===== src/rtl/time_keeper.sv =====
// Time base and set-mode controller: keeps HH:MM:SS from clk, debounces three raw buttons and
// lets the user edit one decimal digit at a time while the display follows the cursor.
module time_keeper #(
  parameter int CLK_HZ    = 50000000,
  parameter int DB_CYCLES = 1000000
) (
  input  logic       clk,
  input  logic       rst,
  input  logic       btn_mode,
  input  logic       btn_next,
  input  logic       btn_inc,
  output logic [5:0] hours,
  output logic [5:0] minutes,
  output logic [5:0] seconds,
  output logic [2:0] pos,
  output logic       setting,
  output logic       sec_tick
);

  localparam int PW = (CLK_HZ > 2) ? $clog2(CLK_HZ) : 1;
  localparam int DW = $clog2(DB_CYCLES + 1);
  localparam logic [PW-1:0] PS_LAST = PW'(CLK_HZ - 1);
  localparam logic [DW-1:0] DB_LAST = DW'(DB_CYCLES - 1);

  typedef enum logic {ST_RUN, ST_SET} state_t;

  logic [2:0]    w_raw;
  logic [2:0]    r_sync1, r_sync2, r_db, r_press;
  logic [DW-1:0] r_db_cnt [3];

  state_t        r_state, w_state_nxt;
  logic [PW-1:0] r_ps, w_ps;
  logic [5:0]    r_hours, r_minutes, r_seconds, w_hours, w_minutes, w_seconds;
  logic [2:0]    r_pos, w_pos;
  logic          r_sec_tick, w_tick;
  logic          w_mode_ev, w_next_ev, w_inc_ev;

  assign w_raw = {btn_inc, btn_next, btn_mode};

  // Debounced level follows the synchronised input only after DB_CYCLES straight cycles of disagreement.
  always_ff @(posedge clk) begin
    if (rst) begin
      r_sync1 <= '0;
      r_sync2 <= '0;
      r_db    <= '0;
      r_press <= '0;
      for (int i = 0; i < 3; i++) r_db_cnt[i] <= '0;
    end else begin
      // NOTE: non-blocking assignments make r_sync2 take the old r_sync1, giving a true 2-FF chain.
      r_sync1 <= w_raw;
      r_sync2 <= r_sync1;
      for (int i = 0; i < 3; i++) begin
        r_press[i] <= 1'b0;
        if (r_sync2[i] == r_db[i]) begin
          r_db_cnt[i] <= '0;
        end else if (r_db_cnt[i] == DB_LAST) begin
          r_db[i]     <= r_sync2[i];
          r_db_cnt[i] <= '0;
          r_press[i]  <= r_sync2[i];
        end else begin
          r_db_cnt[i] <= r_db_cnt[i] + 1'b1;
        end
      end
    end
  end

  function automatic logic [5:0] inc_units(input logic [5:0] f);
    logic [5:0] hi, lo;
    hi = f / 6'd10;
    lo = f % 6'd10;
    lo = (lo == 6'd9) ? 6'd0 : lo + 6'd1;
    return hi * 6'd10 + lo;
  endfunction

  function automatic logic [5:0] inc_tens(input logic [5:0] f);
    logic [5:0] hi, lo;
    hi = f / 6'd10;
    lo = f % 6'd10;
    hi = (hi == 6'd5) ? 6'd0 : hi + 6'd1;
    return hi * 6'd10 + lo;
  endfunction

  function automatic logic [5:0] inc_hour_low(input logic [5:0] f);
    logic [5:0] hi, lo;
    hi = f / 6'd10;
    lo = f % 6'd10;
    if ((hi == 6'd2 && lo >= 6'd3) || lo == 6'd9) lo = 6'd0;
    else                                          lo = lo + 6'd1;
    return hi * 6'd10 + lo;
  endfunction

  // Rolling the tens to 2 may leave an illegal 24..29, so the units clamp to 3.
  function automatic logic [5:0] inc_hour_high(input logic [5:0] f);
    logic [5:0] hi, lo;
    hi = f / 6'd10;
    lo = f % 6'd10;
    hi = (hi == 6'd2) ? 6'd0 : hi + 6'd1;
    if (hi == 6'd2 && lo > 6'd3) lo = 6'd3;
    return hi * 6'd10 + lo;
  endfunction

  assign w_mode_ev = r_press[0];
  assign w_next_ev = r_press[1] & ~r_press[0];
  assign w_inc_ev  = r_press[2] & ~r_press[1] & ~r_press[0];

  always_comb begin
    // NOTE: every output of this block gets a default first, so no path can infer a latch.
    w_state_nxt = r_state;
    w_ps        = r_ps;
    w_hours     = r_hours;
    w_minutes   = r_minutes;
    w_seconds   = r_seconds;
    w_pos       = r_pos;
    w_tick      = 1'b0;
    unique case (r_state)
      ST_RUN: begin
        if (w_mode_ev) begin
          w_state_nxt = ST_SET;
          w_pos       = 3'd0;
          w_ps        = '0;
        end else if (r_ps == PS_LAST) begin
          w_ps   = '0;
          w_tick = 1'b1;
          if (r_seconds == 6'd59) begin
            w_seconds = 6'd0;
            if (r_minutes == 6'd59) begin
              w_minutes = 6'd0;
              w_hours   = (r_hours == 6'd23) ? 6'd0 : r_hours + 6'd1;
            end else begin
              w_minutes = r_minutes + 6'd1;
            end
          end else begin
            w_seconds = r_seconds + 6'd1;
          end
        end else begin
          w_ps = r_ps + 1'b1;
        end
      end
      ST_SET: begin
        w_ps = '0;
        if (w_mode_ev) begin
          w_state_nxt = ST_RUN;
          w_pos       = 3'd0;
        end else if (w_next_ev) begin
          w_pos = (r_pos == 3'd5) ? 3'd0 : r_pos + 3'd1;
        end else if (w_inc_ev) begin
          case (r_pos)
            3'd0:    w_seconds = inc_units(r_seconds);
            3'd1:    w_seconds = inc_tens(r_seconds);
            3'd2:    w_minutes = inc_units(r_minutes);
            3'd3:    w_minutes = inc_tens(r_minutes);
            3'd4:    w_hours   = inc_hour_low(r_hours);
            3'd5:    w_hours   = inc_hour_high(r_hours);
            default: w_pos     = 3'd0;
          endcase
        end
      end
    endcase
  end

  always_ff @(posedge clk) begin
    if (rst) begin
      r_state    <= ST_RUN;
      r_ps       <= '0;
      r_hours    <= 6'd0;
      r_minutes  <= 6'd0;
      r_seconds  <= 6'd0;
      r_pos      <= 3'd0;
      r_sec_tick <= 1'b0;
    end else begin
      r_state    <= w_state_nxt;
      r_ps       <= w_ps;
      r_hours    <= w_hours;
      r_minutes  <= w_minutes;
      r_seconds  <= w_seconds;
      r_pos      <= w_pos;
      r_sec_tick <= w_tick;
    end
  end

  assign hours    = r_hours;
  assign minutes  = r_minutes;
  assign seconds  = r_seconds;
  assign pos      = r_pos;
  assign setting  = (r_state == ST_SET);
  assign sec_tick = r_sec_tick;

endmodule


===== config.mk =====
export PLATFORM = sky130hd
export DESIGN_NAME = time_keeper
export DESIGN_NICKNAME = d
export VERILOG_FILES = /design/src/rtl/time_keeper.sv
export SDC_FILE = /design/constraint.sdc
export NUM_CORES = 1
export LEC_CHECK = 0
export ABC_AREA = 1
export BUFFER_PORTS_ARGS = -buffer_cell sky130_fd_sc_hd__buf_2
export CAP_MARGIN = 20
export CORE_UTILIZATION = 30
export DETAILED_ROUTE_END_ITERATION = 10
export PLACE_DENSITY = 0.46
export SLEW_MARGIN = 40
export SYNTH_ARGS = -nofsm -noshare
export SYNTH_HDL_FRONTEND = slang
export SYNTH_SLANG_ARGS = --single-unit

===== constraint.sdc =====
create_clock -name clk -period 3.6 [get_ports clk]
set_input_delay 0 -clock clk [delete_from_list [all_inputs] [get_ports clk]]
set_output_delay 0 -clock clk [all_outputs]
set_load 0.01 [all_outputs]

* Word level (Yosys, flattened, before mapping)
Memories as Yosys holds them, arrays and structs flattened. Index checks and enable logic that the tools add are counted.
Word-level totals: memory bits (writable) 60, memories kept 1, register bits after elaboration 61, word-level logic and storage cells 224, output and inout bits 23, bits of input ports 5
Memory list:
- r_db_cnt | words 3, width 20, rd ports 3, clocked after memory_dff 0, wr ports 3, RTL line 29 | logic [DW-1:0] r_db_cnt [3];
Operators by class: multiplexer cells 102, magnitude comparators 2, reductions and logical operators 16, multipliers 6, div/mod/pow operators 6, add/sub/neg operators 20, bitwise logic cells 21, equal/unequal tests 35
Operator list (count):
- $mux W6 | 38
- $mux W20 | 9
- $pmux W6 S2 | 6
- $add A20 B1 Y20 const B | 3
- $eq A20 B20 Y1 const B | 3
- $add A6 B1 Y6 const B | 9
- $mux W26 | 2
- $pmux W26 S2 | 1
- $mux W1 | 38
- $add A6 B6 Y6 | 6
- $mul A6 B3 Y5 const B | 6
- $add A26 B1 Y26 const B | 1
- $eq A26 B26 Y1 const B | 1
- $div A6 B4 Y6 const B | 3
- $eq A6 B4 Y1 const B | 3
- $mod A6 B4 Y6 const B | 3
- $mux W3 | 6
- $ne A2 B2 Y1 const B | 7
- $eq A6 B2 Y1 const B | 2
- $eq A6 B3 Y1 const B | 2
- $eq A6 B6 Y1 const B | 2
- $reduce_or A3 Y1 | 4
- $ne A3 B1 Y1 const B | 3
- $not A1 Y1 | 9
- other kinds (24) | 41

* Longest topological paths before layout
word-level depth 17, depth in mapped cells 35, mapped depth without buffers 33

* Least setup slack after synthesis
No wires, ideal clock.
kind reg-to-reg, from reg r_minutes[3], in the netlist minutes[3], to reg r_minutes[5], in the netlist minutes[5], required time 3478 ps, path slack -297 ps, data arrival time 3776 ps, clock period less this slack 3897 ps, path buffers 2, library setup time 122 ps, cell stages (with the launch flop) 25, cell sequence dfxtp_1 > buf_6 > inv_4 > ha_1 > nand3_1 > nand3_1 > nand3_2 > nand2_2 > nand2_2 > nand2_4 > nand3_2 > buf_6 > o21ai_0 > ha_1 > ha_1 > ha_1 > a21oi_1 > o21ai_0 > xor2_1 > xnor2_1 > a21oi_1 > o21ai_1 > nand2_1 > nand2_1 > a21oi_2
Between the ends: cells in the longest elaborated chain, start to end 10, elaborated cells on any way between the ends 23, classes of those cells add/sub (5); mul (2); div (2); eq/ne (3); mux (11)
RTL lines:
- start, declared | RTL line 33 | logic [5:0] r_hours, r_minutes, r_seconds, w_hours, w_minutes, w_seconds;
- start signal, assigned | RTL line 174 | r_minutes <= w_minutes;
- $div A6 B4 Y6 | RTL line 69, 77
- $add A6 B1 Y6 or $eq A6 B3 Y1 (tied branches) | RTL line 79 | hi = (hi == 6'd5) ? 6'd0 : hi + 6'd1;
- $mux W6 | RTL line 79
- $mul A6 B3 Y5 | RTL line 80 | return hi * 6'd10 + lo;
- $add A6 B6 Y6 | RTL line 80
- $pmux W6 S2 | RTL line 147 | case (r_pos)
- $mux W6 | RTL line 146 | end else if (w_inc_ev) begin
- $mux W6 | RTL line 144 | end else if (w_next_ev) begin
- $mux W6 | RTL line 141 | if (w_mode_ev) begin
- $pmux W6 S2 * | RTL line 115 | unique case (r_state)
Every way passes the cells marked *; elsewhere a longest branch is shown, timed or not. The select of a mux whose other input is x is not followed. A chain may end at the register's enable or synchronous reset.

* Worst setup path after layout
Ends and elaborated chain as after synthesis.

==> results.cfg <==
[critical_path]
max_stage_delay_ns = 0.36
cp_top_family = adder cells
path_buf_inv = 5
r2r_cells = 26
crit_fanout = 8
cp_slowest_cell = dfxtp_4
arrival_ns = 3.93
crit_required_ns = 3.90
critPathLaunchType = flip-flop
cp-end-kind = flip-flop
worstSetupPathType = flip-flop to flip-flop
cp.depth = 26

[placement]
hpwl_um = 17800
dpl-instance-area_um2 = 11200
io_buffers = 27
gp_congestion = 0.809

[layout]
antenna_cells = 0
mostFrequentLayoutCells = inv_1, nand2_1, buf_4, nor2_1, nand3_1
area.growth.synth_to_final_pct = 34.5
drive_gt1_share_pct = 27.3
final_common_cell = inv_1
n_fill_cell = 3204
seq_area_um2 = 3040
multi_input_comb_area_um2 = 6390
fin_nets = 1622
fin_area_um2 = 12700

[global_route]
grt_max_degree = 24
grt_use_total_pct = 15.0
grt_antenna_before_repair = 0
grt_overflow_total = 0
grt_pass1_wl_um = 39100
grt_pass1_vias = 8285

[floorplanning]
start_util_pct = 30.6
die-area_um2 = 32100
ios = 28
fp.dieH_um = 179
core_um2 = 30700
rows = 64
die_x_um = 179

[pwr]
switchingPower_mw = 0.724
powerDensity_nw_per_um2 = 248
seqPwrFrac_pct = 48.0
ir_drop_v = 0.000301
power_switching_share_pct = 23.1
power_mw = 3.14
clock_power_share_pct = 49.0
leakagePower_nw = 5.78
comb_power_share_pct = 2.9
p_int_mw = 2.42

[yosys]
yosys_warnings = 0
netlist_instances = 1288
syn_area_per_cell_um2 = 7.31
syn_area_um2 = 9410
synth-seq-cells = 121
ys_types = 49
yosysSeqAreaShare_pct = 32.1

[routing]
first_pass_iters = 8
vias = 8913
antenna_left = 0
avgRoutedWirePerCell_um = 12.0
routed_wl_um = 23500
via_per_inst = 4.58
drc = 6
initialDrtViolationCount = 437

[job]
max-cap-violations = 0

[timing]
fin_ws_ns = -0.0389
finalSetupViolCount = 1
tightestPinTransition_ns = 0.733
hold_viol = 0
rsz0062_at_grt = yes
clock_skew_ns = 0.00981
slew_headroom_pct = 51.0
post-route-period-util_pct = 101
holdWs_ns = 0.0644
fmax_mhz = 275
min_period_ns = 3.64
finalMaxSlewViolations = 0

[worst_hold_path]
holdCritPathClass = input port to flip-flop
min_delay_path_depth = 2

[cts]
cts_buffer_depth = 2
tritoncts = done
numCtsBuffers = 17
clock_latency_ns = 0.42
htreeDepth = 4
path_clk_slew_ns = 0.06
cts_root_buf = clkbuf_16
clock_sinks = 121

[status]
violations = design-rule violations, negative setup slack
status = complete, but fails checks
[cells in the mapped netlist, drive strengths merged]
master,instances,area (um^2)
o22ai,2,12.5
o21a,8,60.1
and3b,1,8.76
a32oi,1,8.76
nor3,54,285
clkbuf,11,41.3
conb,1,3.75
o31ai,1,7.51
or2,5,31.3
edfxtp,60,1800
a22o,1,8.76
a21oi,79,418
nand4,30,188
nand3,106,586
nor4,21,138
o21bai,3,22.5
a31oi,10,62.6
nor3b,13,97.6
xnor2,15,131
a211oi,15,113
xor2,40,350
ha,72,901
buf,3,27.5
dfxtp,61,1220
inv,217,817
nor2,146,563
fa,6,120
and3,5,31.3
a31o,1,8.76
nand3b,2,15.0
a221oi,5,43.8
o21ba,1,10.0
o211ai,3,22.5
o21ai,47,250
nand2,242,1010
[power groups by stage]
stage	Combinational [mW]	Sequential [mW]	Clock [mW]
6_report	0.0926	1.51	1.54
5_1_grt	0.111	1.51	1.65
4_1_cts	0.0929	1.51	1.59
3_5_place_dp	0.0896	1.54	0
3_3_place_gp	0.0898	1.54	0
2_1_floorplan	0.0701	1.53	0
[state kept, by name, indices dropped and copies added, names as in the netlist]
name and cells:
sec_tick 1, minutes 6, r_sync1 3, pos 3, r_db_cnt 60, hours 6
r_sync2 3, r_ps 26, r_db 3, setting 1, r_press 3, seconds 6
[area by class of cell]
cell class / instances / area share [%]
well taps: 396 / 3.91
clock inverters: 12 / 0.563
clock buffers: 20 / 3.61
repair buffers: 187 / 10.9
inverters: 217 / 6.51
multi-input cells: 995 / 50.5
flip-flops and latches: 121 / 24.0
[what timing repair did]
action                     in CTS  in global routing
hold buffers                    3                  0
pin swaps                      34                 76
setup buffers                  18                 17
gates resized for setup        38                114
hold endpoints to repair        3                  0
setup endpoints to repair      10                 12
[per-layer routing]
metal,GRT usage [%],share of wire [%],vias up
met5,0,0,-
met4,4.45,1.2,0
met3,1.84,1.8,19
met2,25.3,48,77
met1,20.0,49,4072
li1,-,-,4745
[kinds of logic after synthesis]
family                   Yosys count  share of synthesized area [%]
AO/OA/AOI/OAI                    177                           11.1
adder cells (fa/ha/maj)           78                           10.8
XOR/XNOR                          55                           5.12
AND/OR/NAND/NOR                  625                           31.3
buffers and inverters            231                           9.41
flip-flops                       121                           32.1
other                              1                         0.0398
[stage by stage]
step	util [%]	instances	worst slack, ns	setup TNS (ns)
2_1_floorplan	-	1347	-0.0783	-0.0783
3_3_place_gp	36.5	1881	-0.249	-0.964
3_5_place_dp	36.5	1881	-0.210	-1.06
4_1_cts	39.2	1934	-0.109	-0.244
5_1_grt	41.2	1948	-0.336	-2.09
6_report	41.2	1948	-0.0389	-0.0389
[final timing paths]
path,start,endpoint,slack (ns)
worst max-delay path,minutes[3]$_SDFFE_PP0P_,minutes[5]$_SDFFE_PP0P_,-0.04
worst min-delay path,rst,setting$_SDFF_PP0_,0.06
worst max register to register,minutes[3]$_SDFFE_PP0P_,minutes[5]$_SDFFE_PP0P_,-0.04
worst min register to register,r_sync1[0]$_SDFF_PP0_,r_sync2[0]$_SDFF_PP0_,0.40
[worst reg2reg max path, cell delays in order (launching register included)]
cell and delay (ns):
dfxtp_4 0.36, inv_6 0.04, ha_4 0.27, inv_2 0.04
nand3_2 0.05, nand2_2 0.06, o21ai_2 0.17, nand2_4 0.10
a21oi_4 0.20, nand3_4 0.11, buf_6 0.15, nand2_1 0.08
nand2_1 0.06, o21ai_2 0.06, inv_1 0.06, ha_1 0.29
ha_1 0.34, buf_4 0.13, nand2_1 0.04, o21ai_1 0.13
xor2_1 0.21, xnor2_1 0.17, a21oi_1 0.08, o21ai_1 0.10
nand2_2 0.09, nand2_2 0.06, a21oi_2 0.04
Note: power is estimated with default switching activity, not from simulation.
